$ cat src/rtl/msrv32_trap_ctrl_if.sv
// Decoder/CSR-side signal bundle of the machine-mode trap controller.
// master = decoder/CSR side driving the controller, slave = the controller itself.
interface msrv32_trap_ctrl_if #(parameter int CAUSE_W = 4);
  logic [4:0]         opcode_6_2_in;
  logic [2:0]         funct3_in;
  logic [11:0]        funct12_in;
  logic               illegal_instr_in;
  logic               misaligned_instr_in;
  logic               misaligned_load_in;
  logic               misaligned_store_in;
  logic               mie_in;
  logic               meie_in, mtie_in, msie_in;
  logic               e_irq_in, t_irq_in, s_irq_in;
  logic               trap_taken_out;
  logic               i_or_e_out;
  logic [CAUSE_W-1:0] cause_out;
  logic               set_cause_out, set_epc_out;
  logic               mie_clear_out, mie_set_out;
  logic               instret_inc_out;
  logic               flush_out;
  logic [1:0]         pc_src_out;

  modport master (
    output opcode_6_2_in, funct3_in, funct12_in, illegal_instr_in, misaligned_instr_in,
           misaligned_load_in, misaligned_store_in, mie_in, meie_in, mtie_in, msie_in,
           e_irq_in, t_irq_in, s_irq_in,
    input  trap_taken_out, i_or_e_out, cause_out, set_cause_out, set_epc_out,
           mie_clear_out, mie_set_out, instret_inc_out, flush_out, pc_src_out
  );

  modport slave (
    input  opcode_6_2_in, funct3_in, funct12_in, illegal_instr_in, misaligned_instr_in,
           misaligned_load_in, misaligned_store_in, mie_in, meie_in, mtie_in, msie_in,
           e_irq_in, t_irq_in, s_irq_in,
    output trap_taken_out, i_or_e_out, cause_out, set_cause_out, set_epc_out,
           mie_clear_out, mie_set_out, instret_inc_out, flush_out, pc_src_out
  );
endinterface

$ cat src/rtl/msrv32_trap_ctrl.sv
// Machine-mode trap/return sequencer: prioritises exceptions and interrupts, drives CSR strobes and PC select.
// Optional MSRV32_WFI_EN adds a WFI sleep state; without it wfi retires as a NOP.
module msrv32_trap_ctrl #(
  parameter int CAUSE_W = 4
) (
  input logic ms_riscv32_mp_clk_in,
  input logic ms_riscv32_mp_rst_n_in,
  msrv32_trap_ctrl_if.slave bus
);

  typedef enum logic [2:0] {
    RESET       = 3'd0,
    OPERATING   = 3'd1,
    TRAP_TAKEN  = 3'd2,
    TRAP_RETURN = 3'd3
`ifdef MSRV32_WFI_EN
    , WFI       = 3'd4
`endif
  } state_t;

  state_t             state;
  logic               sys, ecall, ebreak, mret;
  logic               ext_p, sw_p, tm_p, wake, irq, exc, trap;
  logic [CAUSE_W-1:0] nxt_cause;
  logic               nxt_int;
`ifdef MSRV32_WFI_EN
  logic               wfi;
`endif

  always_comb begin
    sys    = (bus.opcode_6_2_in == 5'b11100) && (bus.funct3_in == 3'b000);
    ecall  = sys && (bus.funct12_in == 12'h000);
    ebreak = sys && (bus.funct12_in == 12'h001);
    mret   = sys && (bus.funct12_in == 12'h302);
`ifdef MSRV32_WFI_EN
    wfi    = sys && (bus.funct12_in == 12'h105);
`endif
    ext_p  = bus.meie_in & bus.e_irq_in;
    sw_p   = bus.msie_in & bus.s_irq_in;
    tm_p   = bus.mtie_in & bus.t_irq_in;
    // wake ignores mstatus.MIE so WFI can resume even with interrupts globally off
    wake   = ext_p | sw_p | tm_p;
    irq    = bus.mie_in & wake;
    exc    = bus.misaligned_instr_in | bus.illegal_instr_in | ecall | ebreak |
             bus.misaligned_load_in | bus.misaligned_store_in;
    trap   = exc | irq;

    nxt_int   = 1'b0;
    nxt_cause = '0;
    if      (bus.misaligned_instr_in) nxt_cause = CAUSE_W'(0);
    else if (bus.illegal_instr_in)    nxt_cause = CAUSE_W'(2);
    else if (ebreak)                  nxt_cause = CAUSE_W'(3);
    else if (ecall)                   nxt_cause = CAUSE_W'(11);
    else if (bus.misaligned_load_in)  nxt_cause = CAUSE_W'(4);
    else if (bus.misaligned_store_in) nxt_cause = CAUSE_W'(6);
    else begin
      nxt_int = 1'b1;
      if      (ext_p) nxt_cause = CAUSE_W'(11);
      else if (sw_p)  nxt_cause = CAUSE_W'(3);
      else            nxt_cause = CAUSE_W'(7);
    end
  end

  always_ff @(posedge ms_riscv32_mp_clk_in or negedge ms_riscv32_mp_rst_n_in) begin
    if (!ms_riscv32_mp_rst_n_in) begin
      state          <= RESET;
      bus.i_or_e_out <= 1'b0;
      bus.cause_out  <= '0;
    end else begin
      case (state)
        RESET: state <= OPERATING;
        OPERATING: begin
          if (trap) begin
            bus.cause_out  <= nxt_cause;
            bus.i_or_e_out <= nxt_int;
            state          <= TRAP_TAKEN;
          end else if (mret) begin
            state <= TRAP_RETURN;
`ifdef MSRV32_WFI_EN
          end else if (wfi) begin
            state <= WFI;
`endif
          end
        end
`ifdef MSRV32_WFI_EN
        WFI: begin
          if (wake && bus.mie_in) begin
            bus.cause_out  <= nxt_cause;
            bus.i_or_e_out <= 1'b1;
            state          <= TRAP_TAKEN;
          end else if (wake) begin
            state <= OPERATING;
          end
        end
`endif
        default: state <= OPERATING;
      endcase
    end
  end

  always_comb begin
    bus.trap_taken_out  = 1'b0;
    bus.set_cause_out   = 1'b0;
    bus.set_epc_out     = 1'b0;
    bus.mie_clear_out   = 1'b0;
    bus.mie_set_out     = 1'b0;
    bus.instret_inc_out = 1'b0;
    bus.flush_out       = 1'b0;
    bus.pc_src_out      = 2'b00;
    // gate on the raw reset so nothing strobes while it is held low
    if (ms_riscv32_mp_rst_n_in) begin
      case (state)
        RESET: bus.flush_out = 1'b1;
        OPERATING: begin
          bus.trap_taken_out  = trap;
          bus.instret_inc_out = !trap;
          bus.pc_src_out      = 2'b11;
        end
        TRAP_TAKEN: begin
          bus.set_cause_out = 1'b1;
          bus.set_epc_out   = 1'b1;
          bus.mie_clear_out = 1'b1;
          bus.flush_out     = 1'b1;
          bus.pc_src_out    = 2'b10;
        end
        TRAP_RETURN: begin
          bus.mie_set_out = 1'b1;
          bus.flush_out   = 1'b1;
          bus.pc_src_out  = 2'b01;
        end
`ifdef MSRV32_WFI_EN
        WFI: bus.pc_src_out = 2'b11;
`endif
        default: ;
      endcase
    end
  end

endmodule

$ cat src/flat_wrapper.sv
// flat-port wrapper written by rule: the top's interface ports become plain ports
module msrv32_trap_ctrl_flat 
#(
  parameter int CAUSE_W = 4
)
  (ms_riscv32_mp_clk_in, ms_riscv32_mp_rst_n_in, bus_opcode_6_2_in, bus_funct3_in, bus_funct12_in, bus_illegal_instr_in, bus_misaligned_instr_in, bus_misaligned_load_in, bus_misaligned_store_in, bus_mie_in, bus_meie_in, bus_mtie_in, bus_msie_in, bus_e_irq_in, bus_t_irq_in, bus_s_irq_in, bus_trap_taken_out, bus_i_or_e_out, bus_cause_out, bus_set_cause_out, bus_set_epc_out, bus_mie_clear_out, bus_mie_set_out, bus_instret_inc_out, bus_flush_out, bus_pc_src_out);
  msrv32_trap_ctrl_if #(.CAUSE_W(CAUSE_W)) bus_i ();
  input logic ms_riscv32_mp_clk_in;
  input logic ms_riscv32_mp_rst_n_in;
  input wire logic [$bits(bus_i.opcode_6_2_in)-1:0] bus_opcode_6_2_in;
  input wire logic [$bits(bus_i.funct3_in)-1:0] bus_funct3_in;
  input wire logic [$bits(bus_i.funct12_in)-1:0] bus_funct12_in;
  input wire logic [$bits(bus_i.illegal_instr_in)-1:0] bus_illegal_instr_in;
  input wire logic [$bits(bus_i.misaligned_instr_in)-1:0] bus_misaligned_instr_in;
  input wire logic [$bits(bus_i.misaligned_load_in)-1:0] bus_misaligned_load_in;
  input wire logic [$bits(bus_i.misaligned_store_in)-1:0] bus_misaligned_store_in;
  input wire logic [$bits(bus_i.mie_in)-1:0] bus_mie_in;
  input wire logic [$bits(bus_i.meie_in)-1:0] bus_meie_in;
  input wire logic [$bits(bus_i.mtie_in)-1:0] bus_mtie_in;
  input wire logic [$bits(bus_i.msie_in)-1:0] bus_msie_in;
  input wire logic [$bits(bus_i.e_irq_in)-1:0] bus_e_irq_in;
  input wire logic [$bits(bus_i.t_irq_in)-1:0] bus_t_irq_in;
  input wire logic [$bits(bus_i.s_irq_in)-1:0] bus_s_irq_in;
  output wire logic [$bits(bus_i.trap_taken_out)-1:0] bus_trap_taken_out;
  output wire logic [$bits(bus_i.i_or_e_out)-1:0] bus_i_or_e_out;
  output wire logic [$bits(bus_i.cause_out)-1:0] bus_cause_out;
  output wire logic [$bits(bus_i.set_cause_out)-1:0] bus_set_cause_out;
  output wire logic [$bits(bus_i.set_epc_out)-1:0] bus_set_epc_out;
  output wire logic [$bits(bus_i.mie_clear_out)-1:0] bus_mie_clear_out;
  output wire logic [$bits(bus_i.mie_set_out)-1:0] bus_mie_set_out;
  output wire logic [$bits(bus_i.instret_inc_out)-1:0] bus_instret_inc_out;
  output wire logic [$bits(bus_i.flush_out)-1:0] bus_flush_out;
  output wire logic [$bits(bus_i.pc_src_out)-1:0] bus_pc_src_out;
  assign bus_i.opcode_6_2_in = bus_opcode_6_2_in;
  assign bus_i.funct3_in = bus_funct3_in;
  assign bus_i.funct12_in = bus_funct12_in;
  assign bus_i.illegal_instr_in = bus_illegal_instr_in;
  assign bus_i.misaligned_instr_in = bus_misaligned_instr_in;
  assign bus_i.misaligned_load_in = bus_misaligned_load_in;
  assign bus_i.misaligned_store_in = bus_misaligned_store_in;
  assign bus_i.mie_in = bus_mie_in;
  assign bus_i.meie_in = bus_meie_in;
  assign bus_i.mtie_in = bus_mtie_in;
  assign bus_i.msie_in = bus_msie_in;
  assign bus_i.e_irq_in = bus_e_irq_in;
  assign bus_i.t_irq_in = bus_t_irq_in;
  assign bus_i.s_irq_in = bus_s_irq_in;
  assign bus_trap_taken_out = bus_i.trap_taken_out;
  assign bus_i_or_e_out = bus_i.i_or_e_out;
  assign bus_cause_out = bus_i.cause_out;
  assign bus_set_cause_out = bus_i.set_cause_out;
  assign bus_set_epc_out = bus_i.set_epc_out;
  assign bus_mie_clear_out = bus_i.mie_clear_out;
  assign bus_mie_set_out = bus_i.mie_set_out;
  assign bus_instret_inc_out = bus_i.instret_inc_out;
  assign bus_flush_out = bus_i.flush_out;
  assign bus_pc_src_out = bus_i.pc_src_out;
  msrv32_trap_ctrl #(.CAUSE_W(CAUSE_W)) u_core (.ms_riscv32_mp_clk_in(ms_riscv32_mp_clk_in), .ms_riscv32_mp_rst_n_in(ms_riscv32_mp_rst_n_in), .bus(bus_i));
endmodule
$ cat config.mk
export PLATFORM = sky130hd
export DESIGN_NAME = msrv32_trap_ctrl_flat
export DESIGN_NICKNAME = d
export VERILOG_FILES = /design/src/rtl/msrv32_trap_ctrl_if.sv /design/src/rtl/msrv32_trap_ctrl.sv /design/src/flat_wrapper.sv
export SDC_FILE = /design/constraint.sdc
export NUM_CORES = 1
export LEC_CHECK = 0
export ABC_CLOCK_PERIOD_IN_PS = 1900
export CORE_MARGIN = 1
export CORE_UTILIZATION = 31
export DETAILED_ROUTE_END_ITERATION = 6
export HOLD_SLACK_MARGIN = 0.06
export PLACE_DENSITY = 0.76
export REMOVE_ABC_BUFFERS = 1
export SLEW_MARGIN = 20
export SYNTH_ARGS = -nofsm -noshare
export SYNTH_HDL_FRONTEND = slang
export SYNTH_SLANG_ARGS = --single-unit
$ cat constraint.sdc
create_clock -name ms_riscv32_mp_clk_in -period 1.9 [get_ports ms_riscv32_mp_clk_in]
set_clock_uncertainty 0.2 [all_clocks]
set_input_delay 0.19 -clock ms_riscv32_mp_clk_in [delete_from_list [all_inputs] [get_ports ms_riscv32_mp_clk_in]]
set_output_delay 0.19 -clock ms_riscv32_mp_clk_in [all_outputs]
set_load 0.01 [all_outputs]
==> results.yml <==
setup_path:
  rr_startpoint: "u_core.state[1]$_DFFE_PN0P_"
  critical-path-max-stage-delay_ps: 420
  crit_slowest_cell: "clkdlybuf4s50_1"
  crit_arrival_ps: 1460
  crit_buf_inv: 2
  rrSetupSlack_ps: 330
  path_class: "in2out"
  rr_endpoint: "u_core.bus.cause_out[2]$_DFFE_PN0P_"
  crit_chain: "clkdlybuf4s50_1 -> or3_4 -> o21ai_2 -> and3_1 -> buf_2"
  critPathCapture: "bus_trap_taken_out"
  path_max_fanout: 3
  r2r_cells: 5
  required_ps: 1510
  worstSetupStartpoint: "bus_funct12_in[1]"
  worst_setup_path_end_kind: "output port"
  cp.depth: 5
  critPathLaunchType: "input port"
  cp_top_family: "simple AND/OR/NAND/NOR gates"
timing:
  setup_viol: 0
  slew_viol_final: 0
  period_needed_ps: 1850
  rsz0062_at_grt: "true"
  finalCritPeriodShare: 0.972
  hold_viol: 0
  fmax_mhz: 541
  tightest_slew_ps: 407
  relSlewSlack: 0.729
power_and_ir_drop:
  p_switching_mw: 0.111
  clkPwrFrac: 0.314
  share_comb_of_total_power: 0.326
  p_leak_nw: 0.706
  vdd_drop_max_mv: 0.338
  swShare: 0.252
  power.internal_mw: 0.329
  report.power.total_mw: 0.439
  powerDensity_mw_per_mm2: 358
  seq_power_share: 0.360
die:
  pin_count: 47
  die_y_um: 44.5
  start_util: 0.328
  num_rows: 15
  die_w_um: 44.5
  dieArea_sq_mm: 0.00198
  core_sq_mm: 0.00171
status:
  status: "complete, no violations"
route:
  avgViaCountPerCell: 4.66
  drcViolationCount: 0
  vias: 675
  ant_nets: 0
  wirelength_um: 1790
  first_iter_violations: 4
  drt-pass1-iter-count: 4
  wl_per_cell_um: 12.4
worst_hold_path:
  min_path_type: "in2async"
placed_design:
  place_inst: 139
  dp_hpwl_um: 1380
  place_congestion: 0.706
  port_buffers: 46
cts:
  cts_buffer_depth: 2
  tritoncts: "done"
  insertion_delay_ps: 260
  numCtsBuffers: 3
  root_buffer: "clkbuf_4"
  cts-htree-levels: 1
  cts.clk_slew.worst_paths_ps: 50
  clock-sinks: 7
run:
  cap_violations: 0
global_routing:
  grt_max_degree: 9
  grt_pass1_wl_um: 2400
  grt_overflow_total: 0
  grt_pass1_vias: 629
  antenna_found_initial: 0
  grt_use_total: 0.176
logic_synthesis:
  synth-seq-cells: 7
  yosysWarnings: 0
  synthesis.area_sq_um: 561
  synth.distinct_cells: 33
  yosysSeqAreaShare: 0.313
  synthCells: 60
  avgSynthCellArea_sq_um: 9.34
cells_and_area:
  drive_gt1_frac: 0.292
  nNetsFinal: 157
  ff_latch_area_sq_um: 176
  area_delta_synth_final_pct: 119
  n_fill_cell: 132
  final_common_cell: "dlymetal6s2s_1"
  multi_input_area_sq_um: 393
  finalNonFillerCells: 145
  final_cell_mix: "18 x dlymetal6s2s_1, 14 x buf_4, 13 x dlygate4sd2_1, 13 x clkdlybuf4s50_1, 6 x dfrtp_1"
  antennaDiodeCount: 0
[final cells by class]
type	instances	area share
clock buffers	4	0.0214
inverters	4	0.0122
multi-input cells	45	0.320
flip-flops and latches	7	0.144
well taps	25	0.0255
repair buffers	60	0.477
[repair_timing]
item / 4_1_cts / 5_1_grt
resized for setup: 28 / 21
hold buffers: 0 / 0
hold endpoints to repair: 0 / 0
endpoints found under the setup margin: 12 / 7
pin swaps: 9 / 10
setup buffers: 1 / 1
[registers in the layout, summed over array words and instances (netlist names)]
name / flops
u_core.bus.cause_out: 4
u_core.state: 2
u_core.bus.i_or_e_out: 1
[metrics by stage]
step | utilization | hold slack (ps) | TNS [ps] | setup WS [ps] | cell area [sq um]
after floorplan | - | -306 | 0 | 282 | 537
after global placement | 0.655 | 291 | -2350 | -446 | 1120
after detailed placement | 0.655 | 299 | -2720 | -484 | 1120
after CTS | 0.680 | 176 | -25.1 | -25.1 | 1160
after global routing | 0.718 | 219 | -7.53 | -7.53 | 1230
final | 0.718 | 189 | 0 | 52.4 | 1230
[routing by layer]
metal	routed length (um)	share of wire	track usage
met1	725	0.40	0.175
met2	908	0.51	0.318
met3	101	0.056	0.0163
met4	57	0.032	0.164
met5	0	0	0
[worst min-delay path by stage]
stage,end,slack [ps],start
finish,u_core.bus.cause_out[3]$_DFFE_PN0P_,190,ms_riscv32_mp_rst_n_in
global route,u_core.bus.cause_out[1]$_DFFE_PN0P_,220,ms_riscv32_mp_rst_n_in
CTS,u_core.bus.cause_out[3]$_DFFE_PN0P_,180,ms_riscv32_mp_rst_n_in
detailed placement,u_core.bus.cause_out[0]$_DFFE_PN0P_,300,u_core.bus.cause_out[0]$_DFFE_PN0P_
global placement,u_core.bus.cause_out[1]$_DFFE_PN0P_,290,u_core.bus.cause_out[1]$_DFFE_PN0P_
floorplan,u_core.bus.cause_out[0]$_DFFE_PN0P_,-310,ms_riscv32_mp_rst_n_in
[cells in the mapped netlist]
cell type	instances	area, sq um
dfrtp_1	7	175
nor2_1	5	18.8
inv_1	4	15.0
mux2_2	4	45.0
ha_1	3	37.5
nand2_1	3	11.3
a21oi_1	2	10.0
and2_1	2	12.5
buf_4	2	15.0
nor2b_1	2	12.5
nor4_2	2	25.0
o21a_1	2	15.0
or3_1	2	12.5
a21boi_0	1	7.51
a222oi_1	1	10.0
a22oi_1	1	7.51
a31oi_1	1	6.26
and3_1	1	6.26
and4bb_2	1	12.5
buf_2	1	5.00
clkbuf_1	1	3.75
mux2i_1	1	10.0
nand3_1	1	5.00
nand4_1	1	6.26
nand4b_1	1	8.76
nor4_1	1	6.26
nor4b_2	1	15.0
o211a_1	1	10.0
o21ai_0	1	5.00
o21ai_2	1	8.76
o31a_1	1	8.76
or2_1	1	6.26
or2_2	1	6.26
[cells by family (layout without fill, tap and decap cells)]
logic type      Yosys count  after routing  share of synthesized area
compound gates           12             12                      0.158
fa+ha+maj                 3              3                     0.0670
buf+inv                   8             68                     0.0692
flops                     7              7                      0.313
mux                       5              5                     0.0982
simple gates             25             25                      0.295
[power by group through the flow]
stage          registers, mW  logic, mW  clock network, mW
2_1_floorplan          0.162     0.0307                  0
4_1_cts                0.158      0.144              0.144
3_5_place_dp           0.160      0.151                  0
5_1_grt                0.159      0.154              0.151
3_3_place_gp           0.160      0.149                  0
6_report               0.158      0.143              0.138
No activity file was read; power rests on OpenSTA's default activity.
